## src/rtl/game_fsm_score_if.sv

```systemverilog
// Pong game sequencer bus: ball/button inputs in,
// game state, scores and goal strobe out.
interface game_fsm_score_if;
  logic        timing_tick;
  logic [10:0] x_ball;
  logic        start_btn;
  logic [1:0]  state;
  logic [3:0]  score_left;
  logic [3:0]  score_right;
  logic [1:0]  winner;
  logic        goal_pulse;

  modport master (
    output timing_tick, x_ball, start_btn,
    input  state, score_left, score_right,
    input  winner, goal_pulse
  );

  modport slave (
    input  timing_tick, x_ball, start_btn,
    output state, score_left, score_right,
    output winner, goal_pulse
  );
endinterface

```

## src/rtl/game_fsm_score.sv

```systemverilog
// Pong game sequencer and scorekeeper: detects goals
// from x_ball, keeps scores and drives the game state.
module game_fsm_score #(
  parameter int HOR_PIXELS  = 1024,
  parameter int BALL_SIZE   = 15,
  parameter int EDGE_MARGIN = 8,
  parameter int WIN_SCORE   = 5,
  parameter int PAUSE_TICKS = 120
) (
  input  logic             clk,
  input  logic             rst,
  game_fsm_score_if.slave  bus
);

  typedef enum logic [1:0] {
    START = 2'd0,
    PLAY  = 2'd1,
    GOAL  = 2'd2,
    OVER  = 2'd3
  } state_e;

  localparam int PW = $clog2(PAUSE_TICKS + 1);
  localparam logic [10:0] X_LO =
    11'(EDGE_MARGIN);
  localparam logic [10:0] X_HI =
    11'(HOR_PIXELS - BALL_SIZE - EDGE_MARGIN);
  localparam logic [3:0] WIN = 4'(WIN_SCORE);
  localparam logic [PW-1:0] PAUSE = PW'(PAUSE_TICKS);
  localparam logic [PW-1:0] ONE = PW'(1);

  state_e          state_q, state_d;
  logic [3:0]      score_left_q, score_left_d;
  logic [3:0]      score_right_q, score_right_d;
  logic [1:0]      winner_q, winner_d;
  logic            goal_pulse_q, goal_pulse_d;
  logic [PW-1:0]   pause_cnt_q, pause_cnt_d;
  logic            start_q;

  logic            start_rise;
  logic            left_goal;
  logic            right_goal;
  logic [3:0]      sl_inc;
  logic [3:0]      sr_inc;

  assign start_rise = bus.start_btn & ~start_q;
  assign left_goal  = bus.x_ball <= X_LO;
  assign right_goal = bus.x_ball >= X_HI;

  assign sl_inc = (score_left_q < WIN) ?
                  score_left_q + 4'd1 : score_left_q;
  assign sr_inc = (score_right_q < WIN) ?
                  score_right_q + 4'd1 : score_right_q;

  // Next-state, score and pause counter logic
  always_comb begin
    state_d       = state_q;
    score_left_d  = score_left_q;
    score_right_d = score_right_q;
    winner_d      = winner_q;
    goal_pulse_d  = 1'b0;
    pause_cnt_d   = pause_cnt_q;
    unique case (state_q)
      START: begin
        score_left_d  = 4'd0;
        score_right_d = 4'd0;
        winner_d      = 2'd0;
        if (start_rise) state_d = PLAY;
      end
      PLAY: begin
        if (bus.timing_tick) begin
          if (left_goal) begin
            goal_pulse_d  = 1'b1;
            score_right_d = sr_inc;
            if (sr_inc >= WIN) begin
              state_d  = OVER;
              winner_d = 2'd2;
            end else begin
              state_d     = GOAL;
              pause_cnt_d = PAUSE;
            end
          end else if (right_goal) begin
            goal_pulse_d = 1'b1;
            score_left_d = sl_inc;
            if (sl_inc >= WIN) begin
              state_d  = OVER;
              winner_d = 2'd1;
            end else begin
              state_d     = GOAL;
              pause_cnt_d = PAUSE;
            end
          end
        end
      end
      GOAL: begin
        if (bus.timing_tick) begin
          if (pause_cnt_q <= ONE) begin
            state_d     = PLAY;
            pause_cnt_d = '0;
          end else begin
            pause_cnt_d = pause_cnt_q - ONE;
          end
        end
      end
      OVER: begin
        if (start_rise) begin
          state_d       = START;
          score_left_d  = 4'd0;
          score_right_d = 4'd0;
          winner_d      = 2'd0;
        end
      end
    endcase
  end

  // Register state; the button history keeps sampling
  // through reset so a held button is not a fresh press.
  always_ff @(posedge clk) begin
    start_q <= bus.start_btn;
    if (rst) begin
      state_q       <= START;
      score_left_q  <= 4'd0;
      score_right_q <= 4'd0;
      winner_q      <= 2'd0;
      goal_pulse_q  <= 1'b0;
      pause_cnt_q   <= '0;
    end else begin
      state_q       <= state_d;
      score_left_q  <= score_left_d;
      score_right_q <= score_right_d;
      winner_q      <= winner_d;
      goal_pulse_q  <= goal_pulse_d;
      pause_cnt_q   <= pause_cnt_d;
    end
  end

  assign bus.state       = state_q;
  assign bus.score_left  = score_left_q;
  assign bus.score_right = score_right_q;
  assign bus.winner      = winner_q;
  assign bus.goal_pulse  = goal_pulse_q;

endmodule

```

## src/flat_wrapper.sv

```systemverilog
// flat-port wrapper written by rule: the top's interface ports become plain ports
module game_fsm_score_flat 
#(
  parameter int HOR_PIXELS  = 1024,
  parameter int BALL_SIZE   = 15,
  parameter int EDGE_MARGIN = 8,
  parameter int WIN_SCORE   = 5,
  parameter int PAUSE_TICKS = 120
)
  (clk, rst, bus_timing_tick, bus_x_ball, bus_start_btn, bus_state, bus_score_left, bus_score_right, bus_winner, bus_goal_pulse);
  game_fsm_score_if bus_i ();
  input  logic clk;
  input  logic rst;
  input wire logic [$bits(bus_i.timing_tick)-1:0] bus_timing_tick;
  input wire logic [$bits(bus_i.x_ball)-1:0] bus_x_ball;
  input wire logic [$bits(bus_i.start_btn)-1:0] bus_start_btn;
  output wire logic [$bits(bus_i.state)-1:0] bus_state;
  output wire logic [$bits(bus_i.score_left)-1:0] bus_score_left;
  output wire logic [$bits(bus_i.score_right)-1:0] bus_score_right;
  output wire logic [$bits(bus_i.winner)-1:0] bus_winner;
  output wire logic [$bits(bus_i.goal_pulse)-1:0] bus_goal_pulse;
  assign bus_i.timing_tick = bus_timing_tick;
  assign bus_i.x_ball = bus_x_ball;
  assign bus_i.start_btn = bus_start_btn;
  assign bus_state = bus_i.state;
  assign bus_score_left = bus_i.score_left;
  assign bus_score_right = bus_i.score_right;
  assign bus_winner = bus_i.winner;
  assign bus_goal_pulse = bus_i.goal_pulse;
  game_fsm_score #(.HOR_PIXELS(HOR_PIXELS), .BALL_SIZE(BALL_SIZE), .EDGE_MARGIN(EDGE_MARGIN), .WIN_SCORE(WIN_SCORE), .PAUSE_TICKS(PAUSE_TICKS)) u_core (.clk(clk), .rst(rst), .bus(bus_i));
endmodule
```

## config.mk

```make
export PLATFORM = sky130hd
export DESIGN_NAME = game_fsm_score_flat
export DESIGN_NICKNAME = d
export VERILOG_FILES = /design/src/rtl/game_fsm_score_if.sv /design/src/rtl/game_fsm_score.sv /design/src/flat_wrapper.sv
export SDC_FILE = /design/constraint.sdc
export NUM_CORES = 1
export LEC_CHECK = 0
export BUFFER_PORTS_ARGS = -buffer_cell sky130_fd_sc_hd__buf_2
export CORE_AREA = 2 2 53 55
export CTS_BUF_LIST = sky130_fd_sc_hd__clkbuf_2 sky130_fd_sc_hd__clkbuf_4 sky130_fd_sc_hd__clkbuf_8
export DETAILED_ROUTE_END_ITERATION = 10
export DIE_AREA = 0 0 55 57
export PLACE_DENSITY = 0.89
export SLEW_MARGIN = 20
export SYNTH_ARGS = -nofsm -noshare
export SYNTH_HDL_FRONTEND = slang
export SYNTH_SLANG_ARGS = --single-unit
```

## constraint.sdc

```tcl
create_clock -name clk -period 3.7 [get_ports clk]
set_clock_uncertainty 0.1 [all_clocks]
set_input_delay 0.555 -clock clk [delete_from_list [all_inputs] [get_ports clk]]
set_output_delay 0.555 -clock clk [all_outputs]
set_load 0.05 [all_outputs]
```

==> results.sh <==
export IMPL_async_reset_ff_frac=0
export IMPL_synth_top_cell_by_area="dfxtp_1"
export IMPL_htreeDepth=1
export IMPL_critical_path_class="register to register"
export IMPL_grt_first_pass_wirelength_um=5561
export IMPL_wirelength_um=3198
export IMPL_grt_max_degree=19
export IMPL_syn_num_nets=202
export IMPL_std_cell_rows=19
export IMPL_cp_common_cell="or4_1"
export IMPL_muxShareOfSynthArea=0.04257
export IMPL_tightest_slew_ns=0.7776
export IMPL_slowest_delay_ns=0.52
export IMPL_crit_chain="inv_1 > ha_1 > or4_1 > a31oi_1 > o31ai_2 > or4_1 > a21oi_1"
export IMPL_pre_cts_ws_ns=0.7766
export IMPL_combPwrFrac=0.591
export IMPL_power_mw=1.062
export IMPL_required_ns=3.86
export IMPL_synthTopCellsByArea="dfxtp_1 28%, ha_1 9.2%, o21ai_0 3.7%"
export IMPL_antenna_found_initial=0
export IMPL_multiInputGateArea_um2=970.9
export IMPL_gp_congestion=0.8851
export IMPL_first_pass_iters=4
export IMPL_drc_errors=0
export IMPL_ctsHoldBuffers=0
export IMPL_fillCellCount=248
export IMPL_sequentialPowerShare=0.299
export IMPL_core_area_um2=2615
export IMPL_cp_data_arrival_time_ns=2.93
export IMPL_grt_pass1_vias=1298
export IMPL_synth_top_family_by_area="compound AO/OA/AOI/OAI gates"
export IMPL_ys_flop_type="dfxtp_1"
export IMPL_peakVddDrop_mv=0.4717
export IMPL_power_switching_mw=0.5218
export IMPL_ctsLongestPathBuffers=2
export IMPL_dpl_hpwl_um=2426
export IMPL_yosys_area_top_type_share=0.2805
export IMPL_syn_inst=176
export IMPL_synth_edff_count=0
export IMPL_synth_fa_ha_area_frac=0.09182
export IMPL_status="finished, final reports clean"
export IMPL_synth_xor_area_frac=0
export IMPL_path_clk_slew_ns=0.12
export IMPL_postLayoutCoreUtil=0.6292
export IMPL_switching_share=0.4915
export IMPL_cts_sinks=21
export IMPL_grt_overflow=0
export IMPL_n_antenna_cell=0
export IMPL_rsz0062_at_grt="no"
export IMPL_vias=1403
export IMPL_min_path_type="input port to register"
export IMPL_synth_compound_area_frac=0.2972
export IMPL_wl_per_cell_um=13.78
export IMPL_die_x_um=55
export IMPL_slew_violations=0
export IMPL_drive_above_1_share=0.2537
export IMPL_final_cells=232
export IMPL_drt_iter0_drc=36
export IMPL_yosys_area_share_simple=0.2162
export IMPL_setup_tns_ns=0
export IMPL_die_area_um2=3135
export IMPL_p_per_area_nw_per_um2=645.2
export IMPL_syn_area_um2=1499
export IMPL_cts_buffers=3
export IMPL_cp_start_kind="register"
export IMPL_slowest_stage="or4_1"
export IMPL_grt_util_all_layers=0.2346
export IMPL_dp_cells=228
export IMPL_syn_avg_cell_area_um2=8.517
export IMPL_setup_viol=0
export IMPL_final_seq_area_um2=420.4
export IMPL_maxCapViolations=0
export IMPL_insertion_delay_ns=0.32
export IMPL_cts_setup_buffers=0
export IMPL_die_h_um=57
export IMPL_final_nets=228
export IMPL_cts_repair_resized=0
export IMPL_fmax_mhz=361.4
export IMPL_path_max_fanout=11
export IMPL_hold_violations=0
export IMPL_yosysMostFrequentCell="dfxtp_1"
export IMPL_initial_core_util=0.5732
export IMPL_synthToLayoutAreaGrowth_pct=9.766
export IMPL_slew_limit_headroom=0.4784
export IMPL_port_buffers=27
export IMPL_p_int_mw=0.5398
export IMPL_cts_tree="done"
export IMPL_ys_warn_count=0
export IMPL_final_setup_worst_slack_ns=0.9328
export IMPL_cts_root_buf="clkbuf_4"
export IMPL_ant_nets=0
export IMPL_p_leak_nw=0.6920
export IMPL_ios=28
export IMPL_ys_ff_latch=21
export IMPL_crit_path_end_kind="register"
export IMPL_synth_common_cells="21 x dfxtp_1, 14 x inv_1, 14 x nor2_1"
export IMPL_ys_seq_area_frac=0.2805
export IMPL_fin_crit_ns=2.767
export IMPL_routed_via_density=6.047
export IMPL_pwr_share_clk=0.110
export IMPL_synth_cell_type_count=52
export IMPL_timing_final_crit_share=0.7479
## power by group through the flow
stage          Clock, mW  Sequential [mW]  Combinational [mW]
2_1_floorplan          0            0.379               0.469
3_3_place_gp           0            0.321               0.609
3_5_place_dp           0            0.322               0.620
4_1_cts            0.117            0.317               0.622
5_1_grt            0.130            0.324               0.700
6_report           0.116            0.317               0.628
## per-layer routing
metal	wire [um]	vias up	track usage
met4	55	0	0.08362
met2	1447	36	0.3724
met1	1558	643	0.3213
met3	137	5	0.03141
li1	-	719	-
met5	0	-	0
## state kept, by name, indices dropped and copies added, names as in the netlist
register	count
u_core.bus.goal_pulse	1
u_core.bus.score_left	4
u_core.pause_cnt_q	7
u_core.start_q	1
u_core.bus.score_right	4
u_core.bus.state	2
u_core.bus.winner	2
## kinds of logic after synthesis
kind of cell | after synthesis
AOI/OAI and AO/OA | 59
adders and majority gates | 11
buffers and inverters | 20
DFF | 21
muxes | 6
and+or+nand+nor | 59
## placed cells by master, fill, tap and decap left out, drive strengths merged, types with 3 or more instances in the layout
master / synthesis / routed
o21ai: 11 / 11
nand2: 12 / 12
o211ai: 4 / 4
nor2b: 4 / 4
ha: 11 / 11
o31ai: 4 / 4
buf: 4 / 27
mux2: 3 / 3
nor2: 14 / 14
or3: 5 / 5
mux2i: 3 / 3
dfxtp: 21 / 21
nand3: 5 / 5
a31oi: 5 / 5
a21oi: 9 / 9
or4: 6 / 6
clkbuf: 1 / 3
inv: 14 / 14
a22oi: 4 / 4
a211oi: 4 / 4
## final timing paths
kind,cells past startpoint,to,from,slack (ns)
min reg2reg,2,u_core.pause_cnt_q[5],u_core.pause_cnt_q[5],0.42
max reg2reg,7,u_core.pause_cnt_q[2],u_core.bus.score_left[0],0.93
max,7,u_core.pause_cnt_q[2],u_core.bus.score_left[0],0.93
min,1,u_core.start_q,bus_start_btn,0.25
## area by class of cell
class                   count  area share
inverters                  14     0.03194
multi-input cells         135      0.5901
repair buffers             27     0.08213
well taps                  31     0.02357
clock inverters             1    0.003042
flip-flops and latches     21      0.2555
clock buffers               3     0.01369
## through the flow
step | hold slack (ns) | area, um2
6_report | 0.2499 | 1645
5_1_grt | 0.2382 | 1645
4_1_cts | 0.2486 | 1645
3_5_place_dp | 0.4010 | 1618
3_3_place_gp | 0.3980 | 1618
2_1_floorplan | 0.3709 | 1499
## critical path, delay by kind of cell, from the launching register on
family / cells / cell delay [ns]
flip-flops: 1 / 0.40
AO/OA/AOI/OAI: 3 / 0.76
AND/OR/NAND/NOR: 2 / 1.02
buffers and inverters: 1 / 0.11
adder cells (fa/ha/maj): 1 / 0.32
Note: power is estimated with default switching activity, not from simulation.
